===== config.mk =====
export PLATFORM = sky130hd
export DESIGN_NAME = handball_ctrl_flat
export DESIGN_NICKNAME = d
export VERILOG_FILES = /design/src/rtl/handball_pkg.sv /design/src/rtl/handball_if.sv /design/src/rtl/handball_tick.sv /design/src/rtl/handball_ctrl.sv /design/src/flat_wrapper.sv
export SDC_FILE = /design/constraint.sdc
export NUM_CORES = 1
export LEC_CHECK = 0
export ABC_AREA = 1
export CORE_ASPECT_RATIO = 2
export CORE_MARGIN = 1
export CORE_UTILIZATION = 40
export DETAILED_ROUTE_END_ITERATION = 7
export GPL_TIMING_DRIVEN = 0
export HOLD_SLACK_MARGIN = 0.02
export PLACE_DENSITY = 0.56
export SLEW_MARGIN = 5
export SYNTH_ARGS = -nofsm -noshare
export SYNTH_HDL_FRONTEND = slang
export SYNTH_SLANG_ARGS = --single-unit

===== constraint.sdc =====
create_clock -name CLKK -period 3.7 [get_ports CLKK]
set_clock_uncertainty 0.2 [all_clocks]
set_input_delay 1.11 -clock CLKK [delete_from_list [all_inputs] [get_ports CLKK]]
set_output_delay 1.11 -clock CLKK [all_outputs]
set_load 0.005 [all_outputs]

===== src/rtl/handball_pkg.sv =====
// rtl/handball_pkg.sv - shared constants, state and action types for the handball sequencer
package handball_pkg;

  // Shift register mode commands
  localparam logic [1:0] SH_HOLD = 2'b00;
  localparam logic [1:0] SH_R    = 2'b01;  // toward LSB (ball travels to the wall)
  localparam logic [1:0] SH_L    = 2'b10;  // toward MSB (ball returns to the player)
  localparam logic [1:0] SH_LOAD = 2'b11;

  // LED patterns for parallel load
  localparam logic [7:0] PAT_SERVE = 8'h80;
  localparam logic [7:0] PAT_BLANK = 8'h00;
  localparam logic [7:0] PAT_OVER  = 8'hFF;

  // Step period counter width; holds the default 12.5M divider
  localparam int PER_W = 24;

  typedef enum logic [2:0] {
    ST_IDLE,
    ST_OUT,
    ST_BACK,
    ST_MISS,
    ST_OVER
  } state_t;

  // What the FSM decided to do this cycle; the output process turns it into datapath updates
  typedef enum logic [2:0] {
    ACT_NONE,
    ACT_START,
    ACT_SERVE,
    ACT_SHR,
    ACT_SHL,
    ACT_HIT,
    ACT_MISS,
    ACT_WAIT
  } act_t;

endpackage


===== src/rtl/handball_if.sv =====
// rtl/handball_if.sv - button inputs and shift-register / score outputs of the sequencer
interface handball_if #(
  parameter int SCORE_W = 4
);
  logic               START;
  logic               PULSER;
  logic [1:0]         S;
  logic [7:0]         LGIN;
  logic [SCORE_W-1:0] SCORE;
  logic [2:0]         LIVES_LEFT;
  logic               GAME_OVER;

  // Player / board side: drives buttons, observes the game
  modport master (
    output START, PULSER,
    input  S, LGIN, SCORE, LIVES_LEFT, GAME_OVER
  );

  // Sequencer side
  modport slave (
    input  START, PULSER,
    output S, LGIN, SCORE, LIVES_LEFT, GAME_OVER
  );
endinterface


===== src/rtl/handball_tick.sv =====
// rtl/handball_tick.sv - programmable-period tick generator with synchronous clear
module handball_tick
  import handball_pkg::*;
#(
  parameter int W    = PER_W,
  parameter int INIT = 4
) (
  input  logic         clk,
  input  logic         rst_n,
  input  logic         i_clr,
  input  logic [W-1:0] i_period,
  output logic         o_tick
);

  logic [W-1:0] r_cnt;
  logic [W-1:0] r_period;

  // The period is only sampled when the count restarts, so a change never shortens a step in flight
  assign o_tick = (r_cnt == r_period - W'(1));

  // Count 0..period-1, restarting on wrap or on an explicit clear
  always_ff @(posedge clk or negedge rst_n) begin
    if (!rst_n) begin
      r_cnt    <= '0;
      r_period <= W'(INIT);
    end else if (i_clr || o_tick) begin
      r_cnt    <= '0;
      r_period <= i_period;
    end else begin
      r_cnt    <= r_cnt + W'(1);
    end
  end

endmodule


===== src/rtl/handball_ctrl.sv =====
// rtl/handball_ctrl.sv - handball game sequencer driving the Bidshift LED shift register
module handball_ctrl
  import handball_pkg::*;
#(
  parameter int TICK_DIV   = 12_500_000,
  parameter int TICK_STEP  = 1_250_000,
  parameter int TICK_MIN   = 2_500_000,
  parameter int LIVES      = 3,
  parameter int MISS_TICKS = 4,
  parameter int SCORE_W    = 4
) (
  input  logic      CLKK,
  input  logic      RESET,
  handball_if.slave bus
);

  logic [2:0]         r_start_sync;   // [0],[1] synchronizer, [2] edge-detect history
  logic [2:0]         r_pulser_sync;
  state_t             r_state;
  logic [2:0]         r_pos;
  logic [SCORE_W-1:0] r_score;
  logic [2:0]         r_lives;
  logic [PER_W-1:0]   r_period;
  logic [7:0]         r_miss_cnt;
  logic [1:0]         r_s;
  logic [7:0]         r_lgin;
  logic               r_over;

  logic               w_start;
  logic               w_pulser;
  logic               w_tick;
  logic               w_tclr;
  act_t               w_act;
  state_t             w_state_d;
  logic [2:0]         w_pos_d;
  logic [SCORE_W-1:0] w_score_d;
  logic [SCORE_W-1:0] w_score_inc;
  logic [2:0]         w_lives_d;
  logic [PER_W-1:0]   w_period_d;
  logic [7:0]         w_miss_d;
  logic [1:0]         w_s;
  logic [7:0]         w_lgin;

  assign w_start     = r_start_sync[1] & ~r_start_sync[2];
  assign w_pulser    = r_pulser_sync[1] & ~r_pulser_sync[2];
  assign w_score_inc = (&r_score) ? r_score : r_score + SCORE_W'(1);

  // The tick block latches the next period so a speed-up applies from the clear at the hit itself
  handball_tick #(
    .W   (PER_W),
    .INIT(TICK_DIV)
  ) u_tick (
    .clk     (CLKK),
    .rst_n   (RESET),
    .i_clr   (w_tclr),
    .i_period(w_period_d),
    .o_tick  (w_tick)
  );

  // Bring the raw buttons into the clock domain and keep one cycle of history for edge detection
  always_ff @(posedge CLKK or negedge RESET) begin
    if (!RESET) begin
      r_start_sync  <= '0;
      r_pulser_sync <= '0;
    end else begin
      r_start_sync  <= {r_start_sync[1:0], bus.START};
      r_pulser_sync <= {r_pulser_sync[1:0], bus.PULSER};
    end
  end

  // State register plus game datapath and registered outputs
  always_ff @(posedge CLKK or negedge RESET) begin
    if (!RESET) begin
      r_state    <= ST_IDLE;
      r_pos      <= '0;
      r_score    <= '0;
      r_lives    <= 3'(LIVES);
      r_period   <= PER_W'(TICK_DIV);
      r_miss_cnt <= '0;
      r_s        <= SH_HOLD;
      r_lgin     <= PAT_BLANK;
      r_over     <= 1'b0;
    end else begin
      r_state    <= w_state_d;
      r_pos      <= w_pos_d;
      r_score    <= w_score_d;
      r_lives    <= w_lives_d;
      r_period   <= w_period_d;
      r_miss_cnt <= w_miss_d;
      r_s        <= w_s;
      r_lgin     <= w_lgin;
      r_over     <= (w_state_d == ST_OVER);
    end
  end

  // Next state: START overrides everything, PULSER beats a coincident tick
  always_comb begin
    w_act     = ACT_NONE;
    w_state_d = r_state;
    if (w_start) begin
      w_act     = ACT_START;
      w_state_d = ST_OUT;
    end else begin
      unique case (r_state)
        ST_OUT: begin
          if (w_pulser) begin
            w_act     = ACT_MISS;
            w_state_d = (r_lives <= 3'd1) ? ST_OVER : ST_MISS;
          end else if (w_tick) begin
            w_act = (r_pos == 3'd0) ? ACT_SHL : ACT_SHR;
            if (r_pos == 3'd0) w_state_d = ST_BACK;
          end
        end
        ST_BACK: begin
          if (w_pulser && r_pos == 3'd7) begin
            w_act     = ACT_HIT;
            w_state_d = ST_OUT;
          end else if (w_pulser || (w_tick && r_pos == 3'd7)) begin
            w_act     = ACT_MISS;
            w_state_d = (r_lives <= 3'd1) ? ST_OVER : ST_MISS;
          end else if (w_tick) begin
            w_act = ACT_SHL;
          end
        end
        ST_MISS: begin
          if (w_tick) begin
            if (r_miss_cnt == 8'(MISS_TICKS - 1)) begin
              w_act     = ACT_SERVE;
              w_state_d = ST_OUT;
            end else begin
              w_act = ACT_WAIT;
            end
          end
        end
        default: ;
      endcase
    end
  end

  // Outputs: translate the chosen action into one LED command and datapath updates
  always_comb begin
    w_s        = SH_HOLD;
    w_lgin     = PAT_BLANK;
    w_pos_d    = r_pos;
    w_score_d  = r_score;
    w_lives_d  = r_lives;
    w_period_d = r_period;
    w_miss_d   = r_miss_cnt;
    w_tclr     = 1'b0;
    unique case (w_act)
      ACT_START: begin
        w_score_d  = '0;
        w_lives_d  = 3'(LIVES);
        w_period_d = PER_W'(TICK_DIV);
        w_tclr     = 1'b1;
        w_s        = SH_LOAD;
        w_lgin     = PAT_SERVE;
        w_pos_d    = 3'd7;
        w_miss_d   = '0;
      end
      ACT_SERVE: begin
        w_s      = SH_LOAD;
        w_lgin   = PAT_SERVE;
        w_pos_d  = 3'd7;
        w_miss_d = '0;
      end
      ACT_SHR: begin
        w_s     = SH_R;
        w_pos_d = r_pos - 3'd1;
      end
      ACT_SHL: begin
        w_s     = SH_L;
        w_pos_d = r_pos + 3'd1;
      end
      ACT_HIT: begin
        w_score_d = w_score_inc;
        w_tclr    = 1'b1;
        // Speed up every 4th hit, never below the floor
        if (w_score_inc[1:0] == 2'b00) begin
          w_period_d = (r_period >= PER_W'(TICK_MIN + TICK_STEP)) ?
                       r_period - PER_W'(TICK_STEP) : PER_W'(TICK_MIN);
        end
      end
      ACT_MISS: begin
        w_lives_d = r_lives - 3'd1;
        w_s       = SH_LOAD;
        w_lgin    = (r_lives <= 3'd1) ? PAT_OVER : PAT_BLANK;
        w_tclr    = 1'b1;
        w_miss_d  = '0;
      end
      ACT_WAIT: begin
        w_miss_d = r_miss_cnt + 8'd1;
      end
      default: ;
    endcase
  end

  assign bus.S          = r_s;
  assign bus.LGIN       = r_lgin;
  assign bus.SCORE      = r_score;
  assign bus.LIVES_LEFT = r_lives;
  assign bus.GAME_OVER  = r_over;

endmodule


===== src/flat_wrapper.sv =====
// flat-port wrapper written by rule: the top's interface ports become plain ports
module handball_ctrl_flat import handball_pkg::*;
#(
  parameter int TICK_DIV   = 12_500_000,
  parameter int TICK_STEP  = 1_250_000,
  parameter int TICK_MIN   = 2_500_000,
  parameter int LIVES      = 3,
  parameter int MISS_TICKS = 4,
  parameter int SCORE_W    = 4
)
  (CLKK, RESET, bus_START, bus_PULSER, bus_S, bus_LGIN, bus_SCORE, bus_LIVES_LEFT, bus_GAME_OVER);
  handball_if #(.SCORE_W(SCORE_W)) bus_i ();
  input  logic CLKK;
  input  logic RESET;
  input wire logic [$bits(bus_i.START)-1:0] bus_START;
  input wire logic [$bits(bus_i.PULSER)-1:0] bus_PULSER;
  output wire logic [$bits(bus_i.S)-1:0] bus_S;
  output wire logic [$bits(bus_i.LGIN)-1:0] bus_LGIN;
  output wire logic [$bits(bus_i.SCORE)-1:0] bus_SCORE;
  output wire logic [$bits(bus_i.LIVES_LEFT)-1:0] bus_LIVES_LEFT;
  output wire logic [$bits(bus_i.GAME_OVER)-1:0] bus_GAME_OVER;
  assign bus_i.START = bus_START;
  assign bus_i.PULSER = bus_PULSER;
  assign bus_S = bus_i.S;
  assign bus_LGIN = bus_i.LGIN;
  assign bus_SCORE = bus_i.SCORE;
  assign bus_LIVES_LEFT = bus_i.LIVES_LEFT;
  assign bus_GAME_OVER = bus_i.GAME_OVER;
  handball_ctrl #(.TICK_DIV(TICK_DIV), .TICK_STEP(TICK_STEP), .TICK_MIN(TICK_MIN), .LIVES(LIVES), .MISS_TICKS(MISS_TICKS), .SCORE_W(SCORE_W)) u_core (.CLKK(CLKK), .RESET(RESET), .bus(bus_i));
endmodule

Yosys cells after proc, flatten, opt, wreduce, memory -nomap -nowiden
Index checks and enable logic that the tools add are counted.
{ "classes": {"add_sub_neg": 8, "magnitude_cmp": 2, "n_eq_ne": 15, "mux": 33, "n_bitwise": 4, "n_reduce_logical": 15} }
{ "op_table": {"columns": ["op", "n"], "rows": [
  ["two-way mux 24 bit", 3],
  ["two-way mux 3 bit", 18],
  ["one-hot mux 24 bit (2 select lines)", 1],
  ["one-hot mux 8 bit (2 select lines)", 2],
  ["one-hot mux 3 bit (3 select lines)", 3],
  ["adder 24 x 1 -> 24 bit (second input constant)", 1],
  ["equality test 24 bit", 1],
  ["greater-or-equal comparator 24 x 22 -> 1 bit (second input constant)", 1],
  ["subtractor 24 x 1 -> 24 bit (second input constant)", 1],
  ["subtractor 24 x 21 -> 24 bit (second input constant)", 1],
  ["equality test 3 bit (second input constant)", 6],
  ["equality test 3 x 2 -> 1 bit (second input constant)", 4],
  ["adder 8 x 1 -> 8 bit (second input constant)", 1],
  ["equality test 8 x 2 -> 1 bit (second input constant)", 1],
  ["two-way mux 8 bit", 1],
  ["one-hot mux 4 bit (2 select lines)", 1],
  ["equality test 3 x 1 -> 1 bit (second input constant)", 2],
  ["one-hot mux 2 bit (3 select lines)", 1],
  ["one-hot mux 3 bit (2 select lines)", 1],
  ["nonzero test 2 bit", 3],
  ["OR reduction 3 bit", 2],
  ["subtractor 3 x 1 -> 3 bit (second input constant)", 2],
  ["adder 4 x 1 -> 4 bit (second input constant)", 1],
  ["two-way mux 4 bit", 1],
  ["14 further kinds", 18]
]} }
{ "word_totals": {"regBits": 110, "out_inout_bits": 18, "word_cells": 91} }

Logic depth before layout (Yosys ltp)
Gate-level depths: netlist of the first run.
{ "depth": {"word_depth": 13, "mapped_depth": 27, "mapped_depth_nobuf": 27} }

Hierarchy
Synthesis of the first run repeated with hierarchy kept, for this count alone.
{ "hier_totals": {"cells_unflattened": 923, "hier_area_um2": 6790.3} }
{ "modules_own_cells": {"columns": ["module", "n_inst", "cells_each", "area_per_inst_um2", "seq_area_each_um2"], "rows": [
  ["handball_ctrl", 1, 449, 3464.6, 1418.9],
  ["handball_tick", 1, 474, 3325.7, 1216.2]
]} }

Least setup slack after synthesis of the first run
No wires, ideal clock.
{ "synth_path": {"path_type": "reg2reg", "start": "register u_core.u_tick.r_period[0]", "end": "register u_core.r_pos[2]", "t_arrival_ns": 3.059, "setup_slack_ns": 0.328, "stages_incl_launch_ff": 28, "path_cell_list": "dfrtp_1 > inv_1 > ha_1 > nand2_2 > nor2_4 > buf_6 > nand2_2 > nand2_2 > nand2_1 > nor2_1 > nand2_1 > nor2_1 > nand2_1 > nor2_2 > nand2_2 > nand2_4 > nand2_1 > nand3_1 > nand2_2 > nor3_1 > inv_1 > fa_1 > xnor2_1 > inv_1 > nand2_1 > nand2_1 > nand2_1 > inv_1"} }
{ "synth_via": {"elab_chain_cells": 11, "word_cells_on_any_way": 19, "cone_classes": "1 x add/sub; 5 x eq/ne; 9 x mux; 4 x reduce/logical"} }
{ "synth_lines": {"columns": ["item", "line", "source"], "rows": [
  ["from (decl)", "handball_tick.sv:16", "logic [W-1:0] r_period;"],
  ["from (signal assigned)", "handball_tick.sv:25", "r_period <= W'(INIT);"],
  ["from (signal assigned)", "handball_tick.sv:28", "r_period <= i_period;"],
  ["subtractor 24 x 1 -> 24 bit (*)", "handball_tick.sv:19", "assign o_tick = (r_cnt == r_period - W'(1));"],
  ["equality test 24 bit (*)", "handball_tick.sv:19", null],
  ["logical AND 1 bit", "handball_ctrl.sv:118", "end else if (w_pulser || (w_tick && r_pos == 3'd7)) begin"],
  ["logical OR 1 bit", "handball_ctrl.sv:118", null],
  ["two-way mux 3 bit", "handball_ctrl.sv:118", null],
  ["two-way mux 3 bit", "handball_ctrl.sv:115", "if (w_pulser && r_pos == 3'd7) begin"],
  ["one-hot mux 3 bit (3 select lines) (*)", "handball_ctrl.sv:104", "unique case (r_state)"],
  ["two-way mux 3 bit (*)", "handball_ctrl.sv:100", "if (w_start) begin"],
  ["equality test 3 x 1 -> 1 bit or equality test 3 x 2 -> 1 bit (tied branches)", "handball_ctrl.sv:150", "unique case (w_act)"],
  ["OR reduction 2 bit (no line)", null, null],
  ["one-hot mux 3 bit (3 select lines) or nonzero test 3 bit (tied branches)", null, null],
  ["to (signal assigned)", "handball_ctrl.sv:85", "r_pos <= w_pos_d;"],
  ["to (decl)", "handball_ctrl.sv:20", "logic [2:0] r_pos;"]
]} }
Every way passes the cells marked *; elsewhere a longest branch is shown, timed or not.
A chain may end at the register's enable or synchronous reset.

Worst setup path after layout of the first run
{ "layout_path": {"start": "register u_core.u_tick.r_period[3]", "end": "register u_core.r_pos[2]"} }
The elaborated chain is that of the path after synthesis.

==> qor.csv, run 1 <==
stage,metric,value,unit
floorplanning,Initial Utilization,0.409,
clock_tree,CTS root buf,clkbuf_16,
sta,final worst path period need,3.54,ns
placed_design,Buffers on Ports,21,
finish,# nets final,1070,
route,Remaining DRCs,0,
sta,Fin Setup TNS,0,ns
placed_design,DP HPWL,15.4,mm
critical_path,worst-path fanout max,5,
route,initial DRC count,271,
clock_tree,clk sinks,104,
clock_tree,H-tree levels,3,
clock_tree,TritonCTS Buffers,9,
floorplanning,die area,0.0181,mm^2
logic_synthesis,YS warnings,0,
floorplanning,Die Ht,189,um
clock_tree,CTS tree,yes,
finish,Ant. Diodes,0,
route,Pre-Repair DR Iteration Count,4,
sta,final hold violation count,0,
global_routing,vias in the first global route,6473,
floorplanning,Die Span X,95.7,um
logic_synthesis,Cells after Synth,1009,
logic_synthesis,post-synth top area cell,dfrtp_1,
outcome,status,finished clean,
power_and_ir_drop,Pleak,3.97,nW
critical_path,"critical path, cell by cell",nor2_4 -> nand2_2 -> nor2_4 -> nand2_1 -> nand2_2 -> o21ai_1 -> clkinv_1 -> nand2_1 -> nor2_2 -> nand2_2 -> nor2_4 -> buf_4 -> nand4_1 -> nand3_4 -> nand2_4 -> nor3_2 -> inv_1 -> fa_2 -> xnor2_2 -> inv_1 -> nand2_1 -> nand2_1 -> nand2_1 -> inv_1,
logic_synthesis,top-count cell post-synth,nand2_1,
global_routing,GRT Util Overall,0.234,
logic_synthesis,post-synthesis net count,1022,
critical_path,CP Capture Type,flip-flop,
finish,Area growth syn-to-layout,15.7,%
logic_synthesis,sequential fraction of the synthesis area,0.375,
route,via count,6492,
sta,worst slew pin tran,0.781,ns
logic_synthesis,Netlist Area Pre-Place,0.00703,mm^2
clock_tree,Post-CTS Hold Fix Bufs,0,
floorplanning,Core Area,0.0172,mm^2
global_routing,GRT overflow,0,
logic_synthesis,commonest cells in the netlist,"323 x nand2_1, 132 x inv_1, 115 x nor2_1",
sta,final setup vio count,0,
finish,layout filler cell count,1829,
logic_synthesis,Most used DFF post-synth,dfrtp_1,
logic_synthesis,Mapped Avg Cell Area,6.97,um^2
clock_tree,Skew-Pair Late Insertion Delay,0.36,ns
placed_design,pre-CTS setup slack,-0.536,ns
logic_synthesis,post-synth top area share,0.278,
floorplanning,row cnt,68,
route,WL per Instance,15.5,um
logic_synthesis,ranking of synthesized cells by area,"dfrtp_1 28%, nand2_1 17%, dfstp_2 9.7%",
placed_design,gpl congestion,0.908,
critical_path,WP data arrival,3.60,ns
sta,hold_ws,0.156,ns
global_routing,largest net degree at the start of global routing,68,
critical_path,Worst path slowest cell,dfrtp_2,
sta,max-slew violation count,0,
job,max_cap viols,0,
sta,min setup slack post-route,0.158,ns
logic_synthesis,Netlist cell types,45,
logic_synthesis,Async SR Flop Fraction,1.00,
logic_synthesis,number of synthesized flops with an enable pin,0,
critical_path,Worst path max stage delay,0.46,ns
sta,Slew headroom,0.479,
route,via/cell ratio,5.10,
critical_path,crit-path most repeated cell,nand2_1,
sta,RSZ-0062 raised after global routing,yes,
critical_path,Worst EP required,3.76,ns
global_routing,first-pass GRT wire length,31.6,mm
clock_tree,"Reg clk slew, reported paths",0.07,ns
route,Detail Route Antenna Nets,0,
global_routing,initial antenna violation count,0,
sta,fin crit share,0.957,
clock_tree,deepest clock path buffer count,2,
route,Total Routed Length,19.7,mm
sta,Peak Freq,282,MHz
power_and_ir_drop,worst ir drop on vdd,259,uV
logic_synthesis,flop and latch count out of synthesis,104,
hold_path,Hold/Removal Path Class,flip-flop to flip-flop,
finish,layout cells sized above 1,0.162,
power_and_ir_drop,Power Density,397,mW/mm^2
critical_path,startpoint types,flip-flop,
critical_path,Crit Path Class,flip-flop to flip-flop,
floorplanning,Ports,22,
-- flip-flops by register name (all words and copies together) (netlist names) --
register                flops
u_core.r_start_sync         3
u_core.bus.GAME_OVER        1
u_core.u_tick.r_cnt        24
u_core.r_pos                3
u_core.r_pulser_sync        3
u_core.r_state              3
u_core.bus.SCORE            4
u_core.bus.LIVES_LEFT       3
u_core.r_period            24
u_core.u_tick.r_period     24
u_core.bus.LGIN             2
u_core.r_miss_cnt           8
u_core.bus.S                2
-- path summary, 6_finish.rpt --
check / start / to / slack, ns / cells after the start
min: u_core.r_pulser_sync[0] / u_core.r_pulser_sync[1] / 0.16 / 0
min in group asynchronous: RESET / u_core.u_tick.r_cnt[16] / 0.44 / 1
max reg2reg: u_core.u_tick.r_period[3] / u_core.r_pos[2] / 0.16 / 24
max: u_core.u_tick.r_period[3] / u_core.r_pos[2] / 0.16 / 24
max in group asynchronous: RESET / u_core.r_period[18] / 2.16 / 2
min reg2reg: u_core.r_pulser_sync[0] / u_core.r_pulser_sync[1] / 0.16 / 0
-- worst max-delay path, delay by kind of cell, from the launching register on --
kind / cells / cell delay [ns]
and+or+nand+nor: 16 / 1.84
DFF: 1 / 0.46
adders and majority gates: 1 / 0.35
buffers and inverters: 5 / 0.32
xor gates and xnor gates: 1 / 0.18
AOI/OAI and AO/OA: 1 / 0.08
-- metrics by stage --
stage / util / total power [mW] / area [um^2] / instances
floorplan: - / 1.97 / 7030 / 1009
global placement: 0.437 / 2.22 / 7500 / 1240
detailed placement: 0.438 / 2.23 / 7530 / 1241
CTS: 0.460 / 3.22 / 7910 / 1259
global route: 0.473 / 3.43 / 8140 / 1272
finish: 0.473 / 3.23 / 8140 / 1272
-- routing by layer --
metal  GRT usage  wire length, um
met5           0                0
met3      0.0289              370
met4       0.138             1350
met1       0.219             6760
met2       0.458            11200
-- final cells by class --
class | count | area, um^2 | share of cell area
plain buffers | 24 | 161 | 0.0198
clock buffers | 10 | 239 | 0.0294
clock inverters | 6 | 47.5 | 0.00584
inverters | 137 | 519 | 0.0638
multi-input cells | 745 | 3910 | 0.480
flip-flops and latches | 104 | 2640 | 0.325
well taps | 210 | 263 | 0.0323
repair buffers | 36 | 357 | 0.0438
-- cell families after synthesis --
logic type / after synthesis / share of synthesized area
simple gates: 628 / 0.409
buf+inv: 161 / 0.0965
flops: 104 / 0.375
compound gates: 73 / 0.0582
xor+xnor: 34 / 0.0443
fa+ha+maj: 9 / 0.0171
-- cells in the final DEF, fill, tap and decap left out, types with 9 or more instances in the layout --
master / count
a21oi_1: 24
buf_4: 23
clkbuf_16: 9
clkdlybuf4s50_1: 20
dfrtp_1: 71
dfstp_2: 26
inv_1: 130
nand2_1: 316
nand2_2: 13
nand3_1: 76
nand3b_1: 10
nand4_1: 25
nor2_1: 102
nor2_2: 14
nor2_4: 16
nor3_1: 11
nor3_2: 13
o21ai_0: 29
xnor2_1: 13
xor2_1: 19
-- repair_timing --
| item | in CTS | in global routing |
|---|---|---|
| pin swaps | 3 | 17 |
| resized for setup | 20 | 36 |
| endpoints found under the setup margin | 90 | 53 |
| gates cloned | 0 | 2 |
| buffers inserted | 2 | 11 |
-- where the power goes --
group | total [mW] | internal, mW | switching, mW
clock network | 0.962 | 0.484 | 0.478
registers | 1.38 | 1.26 | 0.118
logic | 0.891 | 0.323 | 0.569
total | 3.23 | 2.06 | 1.17
Power figures use the tool's default switching activity.
==> inputs of run 2 (changes only) <==
CTS_CLUSTER_DIAMETER = 60   (was unset)
==> results of run 2 <==
The final DEF is identical to that of run 1; final timing and power are the same.
